==> config.mk <==
export PLATFORM = sky130hd
export DESIGN_NAME = cp0_vec_irq
export DESIGN_NICKNAME = d
export VERILOG_FILES = /design/src/rtl/cp0_pkg.sv /design/src/rtl/cp0_irq_prio.sv /design/src/rtl/cp0_vec_irq.sv
export SDC_FILE = /design/constraint.sdc
export NUM_CORES = 1
export LEC_CHECK = 0
export ABC_AREA = 1
export CAP_MARGIN = 20
export CORE_ASPECT_RATIO = 1.2
export CORE_MARGIN = 3
export CORE_UTILIZATION = 49
export DETAILED_ROUTE_END_ITERATION = 16
export GPL_ROUTABILITY_DRIVEN = 0
export GPL_TIMING_DRIVEN = 0
export PLACE_DENSITY = 0.81
export SKIP_LAST_GASP = 1
export SYNTH_ARGS = -nofsm -noshare
export SYNTH_HDL_FRONTEND = slang
export SYNTH_SLANG_ARGS = --single-unit
==> constraint.sdc <==
create_clock -name clk -period 4.3 [get_ports clk]
set_input_delay 1.075 -clock clk [delete_from_list [all_inputs] [get_ports clk]]
set_output_delay 1.075 -clock clk [all_outputs]
set_load 0.02 [all_outputs]
==> src/rtl/cp0_pkg.sv <==
// Shared CP0 definitions: coprocessor op codes, register addresses, field positions.
package cp0_pkg;

  typedef enum logic [1:0] {
    EXE_CP_NONE  = 2'd0,
    EXE_CP_STORE = 2'd1,
    EXE_CP0_ERET = 2'd2
  } cp_oper_e;

  typedef enum logic {
    CP0_IDLE,
    CP0_IN_SVC
  } cp0_state_e;

  localparam logic [4:0] CP0_COUNT   = 5'd9;
  localparam logic [4:0] CP0_COMPARE = 5'd11;
  localparam logic [4:0] CP0_STATUS  = 5'd12;
  localparam logic [4:0] CP0_CAUSE   = 5'd13;
  localparam logic [4:0] CP0_EPCR    = 5'd14;
  localparam logic [4:0] CP0_EHBR    = 5'd15;

  localparam int unsigned ST_IE  = 0;
  localparam int unsigned ST_EXL = 1;
  localparam int unsigned ST_IM  = 8;
  localparam int unsigned CA_EXC = 2;
  localparam int unsigned CA_IP  = 8;

endpackage

==> src/rtl/cp0_irq_prio.sv <==
// Fixed-priority encoder: lowest set request index wins.
module cp0_irq_prio #(
  parameter int unsigned N = 8
) (
  input  logic [N-1:0] req_i,
  output logic         valid_o,
  output logic [2:0]   id_o
);

  always_comb begin
    valid_o = 1'b0;
    id_o    = '0;
    // Scan downward so the lowest requesting index is the last one assigned.
    for (int unsigned i = N; i > 0; i--) begin
      if (req_i[i-1]) begin
        valid_o = 1'b1;
        id_o    = 3'(i - 1);
      end
    end
  end

endmodule

==> src/rtl/cp0_vec_irq.sv <==
// CP0 with edge-latched, masked, fixed-priority vectored interrupts and EXL nesting guard.
// Define CP0_TIMER_EN to add COUNT/COMPARE and a timer interrupt line at index NUM_IRQ.
module cp0_vec_irq
  import cp0_pkg::*;
#(
  parameter int unsigned NUM_IRQ   = 8,
  parameter int unsigned VEC_SHIFT = 5
) (
  input  logic               clk,
  input  logic               rst,
  input  logic [1:0]         oper,
  input  logic [4:0]         addr_r,
  output logic [31:0]        data_r,
  input  logic [4:0]         addr_w,
  input  logic [31:0]        data_w,
  input  logic               ir_en,
  input  logic [NUM_IRQ-1:0] ir_in,
  input  logic [31:0]        ret_addr,
  output logic               jump_en,
  output logic [31:0]        jump_addr,
  output logic [2:0]         ir_id
);

`ifdef CP0_TIMER_EN
  localparam int unsigned NL = NUM_IRQ + 1;
`else
  localparam int unsigned NL = NUM_IRQ;
`endif

  cp0_state_e         state_q, state_d;
  logic               ie_q, ie_d;
  logic [NL-1:0]      im_q, im_d;
  logic [NL-1:0]      ip_q, ip_d;
  logic [2:0]         exc_q, exc_d;
  logic [31:0]        epc_q, epc_d;
  logic [31:0]        ehbr_q, ehbr_d;
  logic [NUM_IRQ-1:0] irq_q, irq_d;
`ifdef CP0_TIMER_EN
  logic [31:0]        count_q, count_d;
  logic [31:0]        cmp_q, cmp_d;
  logic               tvalid_q, tvalid_d;
`endif

  logic        pend_valid;
  logic [2:0]  pend_id;
  logic        is_store, is_eret, take;
  logic [31:0] status_rd, cause_rd;

  cp0_irq_prio #(.N(NL)) u_prio (
    .req_i   (ip_q & im_q),
    .valid_o (pend_valid),
    .id_o    (pend_id)
  );

  assign is_store = (oper == EXE_CP_STORE);
  assign is_eret  = (oper == EXE_CP0_ERET);
  assign take     = ir_en && ie_q && (state_q == CP0_IDLE) && pend_valid && !is_eret;

  always_comb begin
    state_d = state_q;
    ie_d    = ie_q;
    im_d    = im_q;
    ip_d    = ip_q;
    exc_d   = exc_q;
    epc_d   = epc_q;
    ehbr_d  = ehbr_q;
    irq_d   = ir_in;
`ifdef CP0_TIMER_EN
    count_d  = count_q + 32'd1;
    cmp_d    = cmp_q;
    tvalid_d = 1'b1;
`endif
    jump_en   = 1'b0;
    jump_addr = '0;
    ir_id     = '0;

    if (take) begin
      jump_en   = 1'b1;
      jump_addr = ehbr_q + (32'(pend_id) << VEC_SHIFT);
      ir_id     = pend_id;
    end else if (is_eret) begin
      jump_en   = 1'b1;
      jump_addr = epc_q;
    end

    if (is_store) begin
      case (addr_w)
        CP0_STATUS: begin
          ie_d    = data_w[ST_IE];
          state_d = data_w[ST_EXL] ? CP0_IN_SVC : CP0_IDLE;
          im_d    = data_w[ST_IM +: NL];
        end
        CP0_CAUSE: ip_d   = data_w[CA_IP +: NL];
        CP0_EPCR:  epc_d  = data_w;
        CP0_EHBR:  ehbr_d = data_w;
`ifdef CP0_TIMER_EN
        CP0_COUNT:   count_d = data_w;
        CP0_COMPARE: cmp_d   = data_w;
`endif
        default: ;
      endcase
    end

    // Take updates are applied after the MTC0 write so they win on shared fields.
    if (take) begin
      epc_d   = ret_addr;
      state_d = CP0_IN_SVC;
      exc_d   = pend_id;
      for (int unsigned i = 0; i < NL; i++) begin
        if (pend_id == 3'(i)) ip_d[i] = 1'b0;
      end
    end else if (is_eret) begin
      state_d = CP0_IDLE;
    end

    ip_d[NUM_IRQ-1:0] = ip_d[NUM_IRQ-1:0] | (ir_in & ~irq_q);
`ifdef CP0_TIMER_EN
    if (tvalid_q && (count_q == cmp_q)) ip_d[NUM_IRQ] = 1'b1;
    if (is_store && (addr_w == CP0_COMPARE)) ip_d[NUM_IRQ] = 1'b0;
`endif
  end

  always_ff @(posedge clk) begin
    if (rst) begin
      state_q  <= CP0_IDLE;
      ie_q     <= 1'b0;
      im_q     <= '0;
      ip_q     <= '0;
      exc_q    <= '0;
      epc_q    <= '0;
      ehbr_q   <= '0;
      irq_q    <= '0;
`ifdef CP0_TIMER_EN
      count_q  <= '0;
      cmp_q    <= '0;
      tvalid_q <= 1'b0;
`endif
    end else begin
      state_q  <= state_d;
      ie_q     <= ie_d;
      im_q     <= im_d;
      ip_q     <= ip_d;
      exc_q    <= exc_d;
      epc_q    <= epc_d;
      ehbr_q   <= ehbr_d;
      irq_q    <= irq_d;
`ifdef CP0_TIMER_EN
      count_q  <= count_d;
      cmp_q    <= cmp_d;
      tvalid_q <= tvalid_d;
`endif
    end
  end

  always_comb begin
    status_rd              = '0;
    status_rd[ST_IE]       = ie_q;
    status_rd[ST_EXL]      = (state_q == CP0_IN_SVC);
    status_rd[ST_IM +: NL] = im_q;
    cause_rd               = '0;
    cause_rd[CA_IP +: NL]  = ip_q;
    cause_rd[CA_EXC +: 5]  = {2'b00, exc_q};
  end

  always_comb begin
    case (addr_r)
      CP0_STATUS:  data_r = status_rd;
      CP0_CAUSE:   data_r = cause_rd;
      CP0_EPCR:    data_r = epc_q;
      CP0_EHBR:    data_r = ehbr_q;
`ifdef CP0_TIMER_EN
      CP0_COUNT:   data_r = count_q;
      CP0_COMPARE: data_r = cmp_q;
`endif
      default:     data_r = '0;
    endcase
  end

endmodule

==> metrics.yaml <==
status: "finished clean"
ctsHoldBuffers: 0
final_nets: 1141
synth_fa_ha_area_share_pct: 1.49
tritoncts: "yes"
reg2reg_slack_ns: 2.72
final_antenna_net_count: 0
min_path_type: "register to register"
p_leak_uw: 0.00327
final-seq-area_sq_mm: 0.00186
vdd_drop_max_mv: 0.229
grt_overflow: 0
drive_gt1_share_pct: 8.64
vias_per_cell: 5.68
worstPathArrival_ns: 3.19
fp-row-count: 41
rsz0062_at_grt: "yes"
setup_violations: 0
path_clk_slew_ns: 0.06
clock_latency_ns: 0.35
die_w_um: 103
nFillCells: 932
endpoint_kind: "output port"
syn_nets: 975
grt_pass1_vias: 6302
start_kind: "input port"
async_flop_share_pct: 0
ioPinCount: 155
synthSimpleGateAreaFrac_pct: 28.8
finalCritPeriodShare_pct: 99.3
cts_max_path_buffers: 2
place_hpwl_um: 15600
synth_top_family_by_area: "simple AND/OR/NAND/NOR gates"
drc: 0
place_area_sq_mm: 0.00726
syn_inst: 882
synth_compound_area_share_pct: 22.0
cap_violations: 0
final_common_cell: "nand2_1"
n_antenna_cell: 0
cts_buffers: 9
vias: 6715
ys_ff_latch: 93
multiInputGateArea_sq_mm: 0.00308
preCtsSetupSlack_ns: -0.633
crit_type: "input port to output port"
drt-initial-drc-count: 650
wl_um: 20600
cts_sinks: 93
drt-pass1-iter-count: 9
antenna_found_initial: 0
synth.distinct_cells: 35
grt_usage_pct: 32.3
yosys-top-cells-area: "dfxtp_1, nand2_1, nor2_1, inv_1, o21ai_0"
die_h_um: 123
max_freq_mhz: 234
syn-cell-area_sq_mm: 0.00556
yosys.area.top_type: "dfxtp_1"
power_density_mw_per_mm2: 242
die-area_sq_mm: 0.0127
synth_mux_area_share_pct: 0
grt_pass1_wl_um: 31400
avgSynthCellArea_sq_um: 6.30
coreArea_sq_mm: 0.0108
final_cell_mix: "nand2_1, nor2_1, inv_1, clkdlybuf4s50_1, dfxtp_1"
initial_core_util_pct: 51.6
clock-root-buffer: "clkbuf_16"
fin_crit_ns: 4.27
slew_viol_final: 0
whs_ns: 0.450
grt_max_degree: 16
tightest_slew_ns: 0.565
relSlewSlack_pct: 62.3
critPathMaxFanout: 10
htree_num_levels: 3
synthXorXnorAreaFrac_pct: 2.05
wl_per_cell_um: 17.4
yosysSeqAreaShare_pct: 33.5
fin_skew_ns: 0.00619
stdcell_area_sq_mm: 0.00759
synth_edf_count: 0
finalHoldViolCount: 0
yosys_warnings: 0
finalWorstSetupSlack_ns: 0.0317
cp.required_ns: 3.22
yosysTopAreaCellShare_pct: 33.5
syn2layout_area_growth_pct: 36.6
yosys_most_used_dff: "dfxtp_1"
io_buffer_count: 154
area by class of cell:
type	instances	area share (%)
plain buffers	41	3.13
clock buffers	10	3.15
clock inverters	6	0.511
inverters	118	5.90
multi-input cells	628	40.6
flip-flops and latches	93	24.5
well taps	129	2.13
repair buffers	157	20.0
cells in the mapped netlist (2+ instances only):
library cell,n
nand2_1,208
nor2_1,118
inv_1,114
dfxtp_1,93
o21ai_0,78
a21oi_1,50
o21ai_1,48
o22ai_1,31
nand3_1,25
clkbuf_1,19
buf_2,13
nand4_1,11
xor2_1,11
nor3_1,9
o2111ai_1,8
buf_4,7
o221ai_1,6
ha_1,5
buf_6,4
nor2_2,4
inv_2,3
nand2_2,2
nor3_2,2
xnor2_1,2
final timing paths:
path                            cells past startpoint  startpoint   endpoint
worst min register to register                      3    irq_q[4]    ip_q[4]
worst max-delay path                                7   addr_r[0]  data_r[6]
worst min-delay path                                3    irq_q[4]    ip_q[4]
worst max register to register                      9     ip_q[6]   epc_q[3]
through the flow:
step                total power [uW]  setup TNS [ns]  util (%)  cells
finish                          1840               0      70.5   1182
global route                    1890        -0.00692      70.5   1182
CTS                             1840         -0.0799      70.4   1183
detailed placement              1090          -21.39      67.4   1165
global placement                1090          -21.53      67.4   1165
floorplan                        969               0         -    882
registers in the layout, summed over array words and instances (netlist names):
| signal | count |
|---|---|
| exc_q | 3 |
| ip_q | 8 |
| irq_q | 8 |
| im_q | 8 |
| epc_q | 32 |
| ie_q | 1 |
| state_q | 1 |
| ehbr_q | 32 |
routing by layer:
layer | vias up | global-route usage [%] | wire, um
met1 | 3000 | 38.0 | 7620
met5 | - | 0 | 0
met2 | 426 | 53.4 | 9710
met3 | 86 | 6.08 | 2070
met4 | 0 | 20.2 | 1220
li1 | 3203 | - | -
report_power, final:
part | switching, uW | internal [uW]
Clock | 356 | 406
Sequential | 10.5 | 877
Combinational | 89.1 | 97.4
Total | 456 | 1380
repair_timing:
item,CTS,global route
resized for setup,68,34
hold endpoints to repair,0,0
setup buffers,3,0
pin swaps,2,2
endpoints found under the setup margin,60,48
logic make-up (layout without fill, tap and decap cells):
| family | after synthesis | in the layout |
|---|---|---|
| buffers and inverters | 161 | 332 |
| adder cells (fa/ha/maj) | 6 | 6 |
| XOR/XNOR | 13 | 13 |
| AND/OR/NAND/NOR | 386 | 386 |
| AO/OA/AOI/OAI | 223 | 223 |
| flip-flops | 93 | 93 |
worst max-delay path, cell delays in order:
cell             delay, ns
clkdlybuf4s50_1       0.48
inv_1                 0.04
nor2_1                0.22
nand2_4               0.20
clkbuf_2              0.26
o22ai_1               0.27
clkdlybuf4s50_1       0.65
No activity file was read; power rests on OpenSTA's default activity.
